==> config.mk <==
export PLATFORM = sky130hd
export DESIGN_NAME = odometer_flat
export DESIGN_NICKNAME = d
export VERILOG_FILES = /design/src/rtl/car_pkg.sv /design/src/rtl/odometer_pkg.sv /design/src/rtl/odometer_if.sv /design/src/rtl/odometer_bcd_digit.sv /design/src/rtl/odometer.sv /design/src/flat_wrapper.sv
export SDC_FILE = /design/constraint.sdc
export NUM_CORES = 1
export LEC_CHECK = 0
export ABC_AREA = 1
export CORE_MARGIN = 2
export CORE_UTILIZATION = 60
export DETAILED_ROUTE_END_ITERATION = 8
export PLACE_DENSITY = 0.84
export RECOVER_POWER = 50
export REMOVE_ABC_BUFFERS = 1
export SLEW_MARGIN = 5
export SYNTH_ARGS = -nofsm -noshare
export SYNTH_HDL_FRONTEND = slang
export SYNTH_SLANG_ARGS = --single-unit
==> constraint.sdc <==
create_clock -name clk -period 4.32 [get_ports clk]
set_input_delay 0.864 -clock clk [delete_from_list [all_inputs] [get_ports clk]]
set_output_delay 0.864 -clock clk [all_outputs]
set_load 0.01 [all_outputs]
==> src/rtl/car_pkg.sv <==
// Shared definitions for every stage of the car pipeline.
//   car_state_t : encoding of the car's top-level operating state
//   CLK_FREQ    : default system clock frequency in Hz
package car_pkg;

    typedef enum logic [1:0] {
        POWER_OFF    = 2'b00,
        NOT_STARTING = 2'b01,
        STARTING     = 2'b10,
        MOVING       = 2'b11
    } car_state_t;

    localparam int unsigned CLK_FREQ = 100_000_000;

endpackage

==> src/rtl/odometer_pkg.sv <==
// Odometer-local constants and helpers.
//   BCD_MAX          : largest legal BCD digit value
//   prescaler_width  : counter width needed to count 0..ticks-1 (at least 1 bit)
package odometer_pkg;

    localparam logic [3:0] BCD_MAX = 4'd9;

    function automatic int unsigned prescaler_width(input int unsigned ticks);
        return (ticks > 1) ? $clog2(ticks) : 1;
    endfunction

endpackage

==> src/rtl/odometer_if.sv <==
// Motion inputs and distance outputs of the odometer stage.
//   state, move_forward, move_backward, clear : driven by the car / user side
//   mileage (packed BCD, digit 0 in [3:0]), unit_tick, moving : driven by the odometer
// master = the side driving motion/clear, slave = the odometer itself.
interface odometer_if
    import car_pkg::*;
#(
    parameter int unsigned DIGITS = 8
);

    car_state_t              state;
    logic                    move_forward;
    logic                    move_backward;
    logic                    clear;
    logic [4*DIGITS-1:0]     mileage;
    logic                    unit_tick;
    logic                    moving;

    modport master (
        output state, move_forward, move_backward, clear,
        input  mileage, unit_tick, moving
    );

    modport slave (
        input  state, move_forward, move_backward, clear,
        output mileage, unit_tick, moving
    );

endinterface

==> src/rtl/odometer_bcd_digit.sv <==
// One decimal digit of the mileage counter.
//   clk, rst_n : clock, asynchronous active-low reset
//   inc        : advance this digit by one (wraps 9 -> 0)
//   clr        : synchronous clear, wins over inc
//   q          : current digit value, always 0..9
//   carry      : inc while at 9, i.e. the next digit must advance
module bcd_digit
    import odometer_pkg::*;
(
    input  logic       clk,
    input  logic       rst_n,
    input  logic       inc,
    input  logic       clr,
    output logic [3:0] q,
    output logic       carry
);

    always_ff @(posedge clk or negedge rst_n) begin
        if (!rst_n) begin
            q <= '0;
        end else if (clr) begin
            q <= '0;
        end else if (inc) begin
            q <= (q >= BCD_MAX) ? 4'd0 : q + 4'd1;
        end
    end

    assign carry = inc & (q == BCD_MAX);

endmodule

==> src/rtl/odometer.sv <==
// Distance accumulator for the car.
//   clk, rst_n : clock, asynchronous active-low reset
//   bus        : odometer_if.slave
//                in : state, move_forward, move_backward, clear
//                out: mileage (packed BCD), unit_tick (pulse per unit), moving
// Distance advances one unit per UNIT_TICKS cycles spent MOVING with exactly one
// direction requested; a partial unit survives stops. Power-off or clear zeroes it.
module odometer
    import car_pkg::*;
    import odometer_pkg::*;
#(
    parameter int unsigned UNIT_TICKS = 100_000_000,
    parameter int unsigned DIGITS     = 8
)
(
    input  logic       clk,
    input  logic       rst_n,
    odometer_if.slave  bus
);

    localparam int unsigned   PW   = prescaler_width(UNIT_TICKS);
    localparam logic [PW-1:0] LAST = PW'(UNIT_TICKS - 1);

    logic                qual;
    logic                clear_cond;
    logic                wrap;
    logic [PW-1:0]       prescaler;
    logic                unit_tick_q;
    logic                moving_q;
    logic [DIGITS:0]     carry_chain;
    logic [4*DIGITS-1:0] mileage_q;
    logic                unused_wrap_carry;

    always_comb begin
        qual       = (bus.state == MOVING) & (bus.move_forward ^ bus.move_backward);
        clear_cond = (bus.state == POWER_OFF) | bus.clear;
        wrap       = qual & (prescaler == LAST);
    end

    always_ff @(posedge clk or negedge rst_n) begin
        if (!rst_n) begin
            prescaler <= '0;
        end else if (clear_cond) begin
            prescaler <= '0;
        end else if (qual) begin
            prescaler <= (prescaler == LAST) ? '0 : prescaler + PW'(1);
        end
    end

    always_ff @(posedge clk or negedge rst_n) begin
        if (!rst_n) begin
            unit_tick_q <= 1'b0;
            moving_q    <= 1'b0;
        end else begin
            unit_tick_q <= wrap & ~clear_cond;
            moving_q    <= qual;
        end
    end

    // Ripple of increment enables: digit i advances only when all lower digits carry.
    assign carry_chain[0] = wrap;

    for (genvar i = 0; i < DIGITS; i++) begin : g_digit
        bcd_digit u_digit (
            .clk   (clk),
            .rst_n (rst_n),
            .inc   (carry_chain[i]),
            .clr   (clear_cond),
            .q     (mileage_q[4*i +: 4]),
            .carry (carry_chain[i+1])
        );
    end

    // Full wrap of the top digit is silent (no overflow flag).
    assign unused_wrap_carry = carry_chain[DIGITS];

    assign bus.mileage   = mileage_q;
    assign bus.unit_tick = unit_tick_q;
    assign bus.moving    = moving_q;

endmodule
==> src/flat_wrapper.sv <==
// flat-port wrapper written by rule: the top's interface ports become plain ports
module odometer_flat import car_pkg::*; import odometer_pkg::*;
#(
    parameter int unsigned UNIT_TICKS = 100_000_000,
    parameter int unsigned DIGITS     = 8
)
  (clk, rst_n, bus_state, bus_move_forward, bus_move_backward, bus_clear, bus_mileage, bus_unit_tick, bus_moving);
  odometer_if #(.DIGITS(DIGITS)) bus_i ();
  input  logic clk;
  input  logic rst_n;
  input wire logic [$bits(bus_i.state)-1:0] bus_state;
  input wire logic [$bits(bus_i.move_forward)-1:0] bus_move_forward;
  input wire logic [$bits(bus_i.move_backward)-1:0] bus_move_backward;
  input wire logic [$bits(bus_i.clear)-1:0] bus_clear;
  output wire logic [$bits(bus_i.mileage)-1:0] bus_mileage;
  output wire logic [$bits(bus_i.unit_tick)-1:0] bus_unit_tick;
  output wire logic [$bits(bus_i.moving)-1:0] bus_moving;
  assign bus_i.state = bus_state;
  assign bus_i.move_forward = bus_move_forward;
  assign bus_i.move_backward = bus_move_backward;
  assign bus_i.clear = bus_clear;
  assign bus_mileage = bus_i.mileage;
  assign bus_unit_tick = bus_i.unit_tick;
  assign bus_moving = bus_i.moving;
  odometer #(.UNIT_TICKS(UNIT_TICKS), .DIGITS(DIGITS)) u_core (.clk(clk), .rst_n(rst_n), .bus(bus_i));
endmodule
==> results_dict.tcl, run 1 <==
set metrics [dict create \
    status "complete, no violations" \
    layout_commonest_cell "nand2_1" \
    clock_latency_ps 340 \
    first_global_vias 3319 \
    timing.final.crit_share_pct 64.74 \
    critPathTopFamily "simple AND/OR/NAND/NOR gates" \
    fin_worst_skew_ps 9.727 \
    r2r-end "u_core.g_digit[7].u_digit.q[0]$_DFFE_PN0P_" \
    drt-total-wl_microns 8496 \
    dp_hpwl_microns 6358 \
    drtIter0Drc 187 \
    slowest_delay_ps 550 \
    io_pins 41 \
    place_area_sq_um 4310 \
    cts_hold_buf 0 \
    wl_per_cell_microns 13.79 \
    vias_per_cell 5.567 \
    reg2reg_depth 11 \
    finalSetupViolCount 0 \
    ant_nets 0 \
    crit_type "primary input to flop" \
    synth_area_per_cell_sq_um 7.893 \
    synth.area.top_cells "dfrtp_1, ha_1, nand2_1" \
    place_congestion 0.8951 \
    syn_to_final_growth_pct 17.22 \
    max_freq_ghz 0.3576 \
    crit_required_ps 4570 \
    dieArea_sq_um 7063 \
    hold_viol 0 \
    n_antenna_cell 0 \
    cp_cell_sequence "dlygate4sd3_1 -> nor2_1 -> nor2_1 -> nand3_1 -> nand2_1 -> buf_4 -> inv_2 -> nor3_2 -> nand2_1 -> nor2_1 -> a21oi_1 -> nor3_1" \
    fillers 480 \
    tightest_slew_ps 963.7 \
    ys_warn_count 0 \
    synth-main-ff-cell "dfrtp_1" \
    cts_tree "done" \
    fin_nets 566 \
    die_width_microns 84.04 \
    tns_ps 0 \
    synth_top_area_share_pct 39.71 \
    synth_area_leader_cell "dfrtp_1" \
    setup_slack_ps 1523 \
    htreeDepth 3 \
    seq_area_frac_synth_pct 39.71 \
    critical_path.most_common_cell "nor2_1" \
    antenna_found_initial 0 \
    drv_cap 0 \
    ir_drop_mv 0.3270 \
    track_usage_pct 26.01 \
    initial_core_util_pct 61.23 \
    fin_area_sq_um 4506 \
    min_from "u_core.g_digit[7].u_digit.q[3]$_DFFE_PN0P_" \
    dp_worst_setup_slack_ps 1315 \
    slowest_stage "dlygate4sd3_1" \
    cts_made_buffers 9 \
    multiInputGateArea_sq_um 1989 \
    rows 29 \
    ys_ff_latch 61 \
    fin_crit_ps 2797 \
    max_slew_margin_pct 35.75 \
    synthesis.area_sq_um 3844 \
    overflow 0 \
    drive_above_1_share_pct 7.978 \
    ys_types 38 \
    die_h_microns 84.04 \
    hp-class "flop to flop" \
    grt_pass1_wl_microns 14900 \
    cts_root_buffer "clkbuf_8" \
    io_buffer_count 40 \
    rsz0062_at_grt "no" \
    reg2reg_slack_ps 2160 \
    cts.reportedPaths.clkPinSlew_ps 70 \
    grt_max_degree 44 \
    min_path_cells 2 \
    hold-path-endpoint "u_core.g_digit[7].u_digit.q[3]$_DFFE_PN0P_" \
    final_util_pct 71.78 \
    power.density_nw_per_um2 311.1 \
    r2r_start "u_core.g_digit[0].u_digit.q[1]$_DFFE_PN0P_" \
    clock_path_buffers 2 \
    critical_path_buf_inv_count 3 \
    async_flop_share_pct 100.0 \
    endpoint_kind "flop" \
    numClockSinks 61 \
    p_leak_nw 1.971 \
    cp.arrival_ps 3050 \
    drc 0 \
    netlist_instances 487 \
    core_sq_um 6277 \
    final-seq-area_sq_um 1526 \
    first_pass_iters 5 \
    critPathLaunchType "primary input" \
    p_total_mw 1.402 \
    post_cts_buffers 0 \
    num_vias 3429 \
    cp_max_fo 11 \
    maxSlewViolCount 0 \
    synth_edf_count 0 \
    cts-resized-gates 0 \
    layout_common_cells "nand2_1, inv_1, dfrtp_1, nor2_1, nand3_1" \
]
cells in the mapped netlist (3+ instances only):
cell type	n
nand2_1	77
inv_1	65
dfrtp_1	61
nor2_1	58
nand3_1	33
o21ai_0	29
ha_1	25
nor3_1	24
xor2_1	21
a21oi_1	16
nand4_1	13
o22ai_1	8
nand2_2	7
nor2_2	5
o21ai_1	5
xnor2_1	4
a31oi_1	3
inv_2	3
nand2_4	3
nand4_2	3
flip-flops by register name (all words and copies together), names as in the netlist:
signal	cells
u_core.bus.moving	1
u_core.prescaler	27
u_core.bus.unit_tick	1
u_core.g_digit.u_digit.q	32
worst max path at each step:
stage	from	end	slack, ps	cells past startpoint
final	bus_move_backward	u_core.prescaler[12]$_DFFE_PN0P_	1520	12
after global routing	bus_move_backward	u_core.prescaler[12]$_DFFE_PN0P_	1330	12
after CTS	bus_state[1]	u_core.prescaler[12]$_DFFE_PN0P_	1660	12
after detailed placement	bus_state[1]	u_core.prescaler[12]$_DFFE_PN0P_	1310	12
after global placement	bus_state[1]	u_core.prescaler[10]$_DFFE_PN0P_	1410	8
after floorplan	bus_state[1]	u_core.prescaler[17]$_DFFE_PN0P_	1420	9
per-layer routing:
| metal | wire [microns] | vias to the layer above | part of all wire (%) | track usage, % |
|---|---|---|---|---|
| li1 | - | 1691 | - | - |
| met1 | 3906 | 1616 | 46 | 34.99 |
| met2 | 3985 | 103 | 47 | 40.76 |
| met3 | 419 | 19 | 4.9 | 4.847 |
| met4 | 184 | 0 | 2.2 | 12.02 |
| met5 | 0 | - | 0 | 0 |
stage by stage:
| step | hold WS [ps] | cells |
|---|---|---|
| detailed placement | 542.2 | 600 |
| floorplan | 494.8 | 480 |
| finish | 560.5 | 616 |
| global route | 587.2 | 616 |
| CTS | 451.3 | 616 |
| global placement | 538.7 | 600 |
power breakdown:
| group | internal, mW | total, mW | leakage, nW | switching (mW) |
|---|---|---|---|---|
| registers | 0.597 | 0.636 | 0.841 | 0.0388 |
| clock network | 0.325 | 0.551 | 0.101 | 0.227 |
| logic | 0.0958 | 0.214 | 1.03 | 0.119 |
| total | 1.02 | 1.40 | 1.97 | 0.384 |
cell families (layout without fill, tap and decap cells):
family,after synthesis,in the layout,share of synthesized area (%)
AOI/OAI and AO/OA,64,64,8.952
xor gates and xnor gates,25,25,5.697
adders and majority gates,25,25,8.138
buffers and inverters,77,129,8.236
DFF,61,61,39.71
and+or+nand+nor,235,235,29.26
final cells by class:
type                            count  share of cell area, %
Multi-Input combinational cell    349                  44.15
Sequential cell                    61                  33.88
Timing Repair Buffer               43                  9.247
Inverter                           70                  5.971
Clock buffer                       12                  2.999
Tap cell                           77                  2.138
Clock inverter                      4                  1.611
worst reg2reg max path: cells and delay by family (launching register included):
family                   cells  cell delay, ps
flip-flops                   1             420
AND/OR/NAND/NOR              7            1210
buffers and inverters        3             290
adder cells (fa/ha/maj)      1             150
(Power assumes the default switching activity.)
==> run 2: changes to the inputs <==
CORE_UTILIZATION = 57   (was 60)
PLACE_DENSITY = 0.8   (was 0.84)
clock period = 2.9 ns   (was 4.32 ns; I/O delays follow)
==> run 2 against run 1 <==
  * The run now ends with max-capacitance violations, max-slew violations left
  * Non-clock buffer count is 3 higher
  * Sequential power is 49% higher
  * Sequential share of layout area is 0.19 points higher
  * Clock skew hardly changed
  * Count of clock-buffer cells in the layout stayed put
  * Highest routed layer unchanged
  * Combinational power is 56% higher
  * Via count is 0.55% higher
  * Hold slack better by 6.8 ps
  * Cell count is 0.49% higher
==> results_dict.tcl, run 2 (same netlist as run 1, synthesis figures left out) <==
set metrics [dict create \
    tightest_slew_ps 1582 \
    reg2reg_slack_ps 570 \
    fin_cells 619 \
    die_width_microns 86.12 \
    place_area_sq_um 4333 \
    clock_latency_ps 350 \
    min_from "u_core.g_digit[3].u_digit.q[1]$_DFFE_PN0P_" \
    fin_worst_skew_ps 9.949 \
    htreeDepth 3 \
    numPlacedInstances 603 \
    hold_viol 0 \
    maxSlewViolCount 29 \
    reg_top3 "u_core.g_digit.u_digit.q: 32 flops, u_core.prescaler: 27 flops" \
    max_freq_ghz 0.4289 \
    initial_core_util_pct 59.85 \
    syn_to_final_growth_pct 16.57 \
    dieArea_sq_um 7416 \
    drc 0 \
    cts_made_buffers 9 \
    cts.reportedPaths.clkPinSlew_ps 70 \
    layout_commonest_cell "nand2_1" \
    io_buffer_count 40 \
    fin_crit_ps 2332 \
    cp.arrival_ps 2590 \
    drive_above_1_share_pct 8.487 \
    cp_cell_sequence "ha_1 -> nand2_2 -> nor2_1 -> nand2_1 -> clkinvlp_2 -> nand3_1 -> nor2_1 -> nor2_1 -> nand2_1 -> o22ai_1" \
    status "complete, but fails checks" \
    drtIter0Drc 252 \
    cp-startpoint "u_core.prescaler[0]$_DFFE_PN0P_" \
    die_h_microns 86.12 \
    cts_root_buffer "clkbuf_8" \
    dp_hpwl_microns 6689 \
    drv_cap 1 \
    ir_drop_mv 0.2834 \
    critPathLaunchType "flop" \
    rows 29 \
    min_path_cells 2 \
    violations "max-capacitance violations, max-slew violations" \
    p_leak_nw 1.961 \
    place_congestion 0.8979 \
    hp-class "flop to flop" \
    n_antenna_cell 0 \
    wl_per_cell_microns 14.63 \
    first_pass_iters 5 \
    timing.final.crit_share_pct 80.40 \
    power.density_nw_per_um2 442.0 \
    critical_path.most_common_cell "nor2_1" \
    r2r_start "u_core.prescaler[0]$_DFFE_PN0P_" \
    drt-total-wl_microns 9053 \
    r2r-end "u_core.prescaler[23]$_DFFE_PN0P_" \
    overflow 0 \
    cp_max_fo 7 \
    post_cts_buffers 0 \
    crit_required_ps 3160 \
    top_register "u_core.g_digit.u_digit.q" \
    io_pins 41 \
    largest_reg_flops 32 \
    num_vias 3448 \
    finalSetupViolCount 0 \
    critical_path_buf_inv_count 1 \
    slowest_stage "dfrtp_1" \
    fin_nets 569 \
    cts_hold_buf 0 \
    ant_nets 0 \
    hold-path-endpoint "u_core.g_digit[3].u_digit.q[1]$_DFFE_PN0P_" \
    core_sq_um 6422 \
    reg2reg_depth 10 \
    track_usage_pct 25.96 \
    grt_max_degree 29 \
    crit_type "flop to flop" \
    layout_common_cells "nand2_1, inv_1, dfrtp_1, nor2_1, nand3_1" \
    critPathTopFamily "simple AND/OR/NAND/NOR gates" \
    fin_area_sq_um 4481 \
    numClockSinks 61 \
    cts_tree "done" \
    cts-resized-gates 0 \
    vias_per_cell 5.570 \
    slowest_delay_ps 430 \
    grt_pass1_wl_microns 15340 \
    clock_path_buffers 2 \
    rsz0062_at_grt "no" \
    antenna_found_initial 0 \
    tns_ps 0 \
    max_slew_margin_pct -5.499 \
    first_global_vias 3446 \
    endpoint_kind "flop" \
]
[run 2: cell count changes in the layout (fill, tap and decap cells not counted), sizes merged]
cell | before | now
clkinv | 3 | 4
clkinvlp | 1 | 2
clkdlybuf4s50 | 26 | 27
buf | 3 | 5
bufinv | 2 | 0
dlygate4sd3 | 13 | 12
clkbuf | 13 | 14
[run 2: power by group]
part | switching (mW) | internal, mW | total [mW]
registers | 0.0607 | 0.890 | 0.950
logic | 0.185 | 0.148 | 0.334
clock network | 0.344 | 0.352 | 0.697
[run 2: worst register-to-register path, stage by stage (launching register included)]
cell	delay (ps)
dfrtp_1	430
ha_1	240
nand2_2	80
nor2_1	50
nand2_1	190
clkinvlp_2	250
nand3_1	190
nor2_1	80
nor2_1	270
nand2_1	270
o22ai_1	210
[run 2: cell type report]
| cell class | instances | area, sq um |
|---|---|---|
| Timing Repair Buffer | 46 | 435.4 |
| Sequential cell | 61 | 1526 |
| Tap cell | 77 | 96.34 |
| Clock buffer | 12 | 155.1 |
| Clock inverter | 4 | 22.52 |
| Fill cell | 520 | 1942 |
| Multi-Input combinational cell | 349 | 1979 |
| Inverter | 70 | 265.3 |
[run 2: worst max path at each step]
stage | end | slack (ps) | depth (start not counted)
2_1_floorplan | u_core.prescaler[17]$_DFFE_PN0P_ | 290 | 9
4_1_cts | u_core.g_digit[7].u_digit.q[2]$_DFFE_PN0P_ | 690 | 10
3_3_place_gp | u_core.g_digit[7].u_digit.q[3]$_DFFE_PN0P_ | 420 | 12
3_5_place_dp | u_core.g_digit[7].u_digit.q[1]$_DFFE_PN0P_ | 340 | 12
5_1_grt | u_core.prescaler[23]$_DFFE_PN0P_ | 310 | 10
6_report | u_core.prescaler[23]$_DFFE_PN0P_ | 570 | 10
[run 2: through the flow]
stage	util (%)	total power [mW]	setup slack [ps]	hold slack, ps
after floorplan	-	1.134	285.0	284.4
after global placement	67.47	1.284	423.0	534.0
after detailed placement	67.47	1.305	342.1	547.9
after CTS	70.23	1.990	693.2	279.5
after global routing	69.76	2.067	309.3	597.4
final	69.76	1.980	568.4	567.3
[run 2: routing by layer]
metal | track usage (%) | vias to the layer above | routed length (microns)
met5 | 0 | - | 0
met3 | 5.101 | 38 | 480
li1 | - | 1695 | -
met1 | 32.57 | 1575 | 3918
met4 | 12.55 | 0 | 264
met2 | 42.85 | 140 | 4390
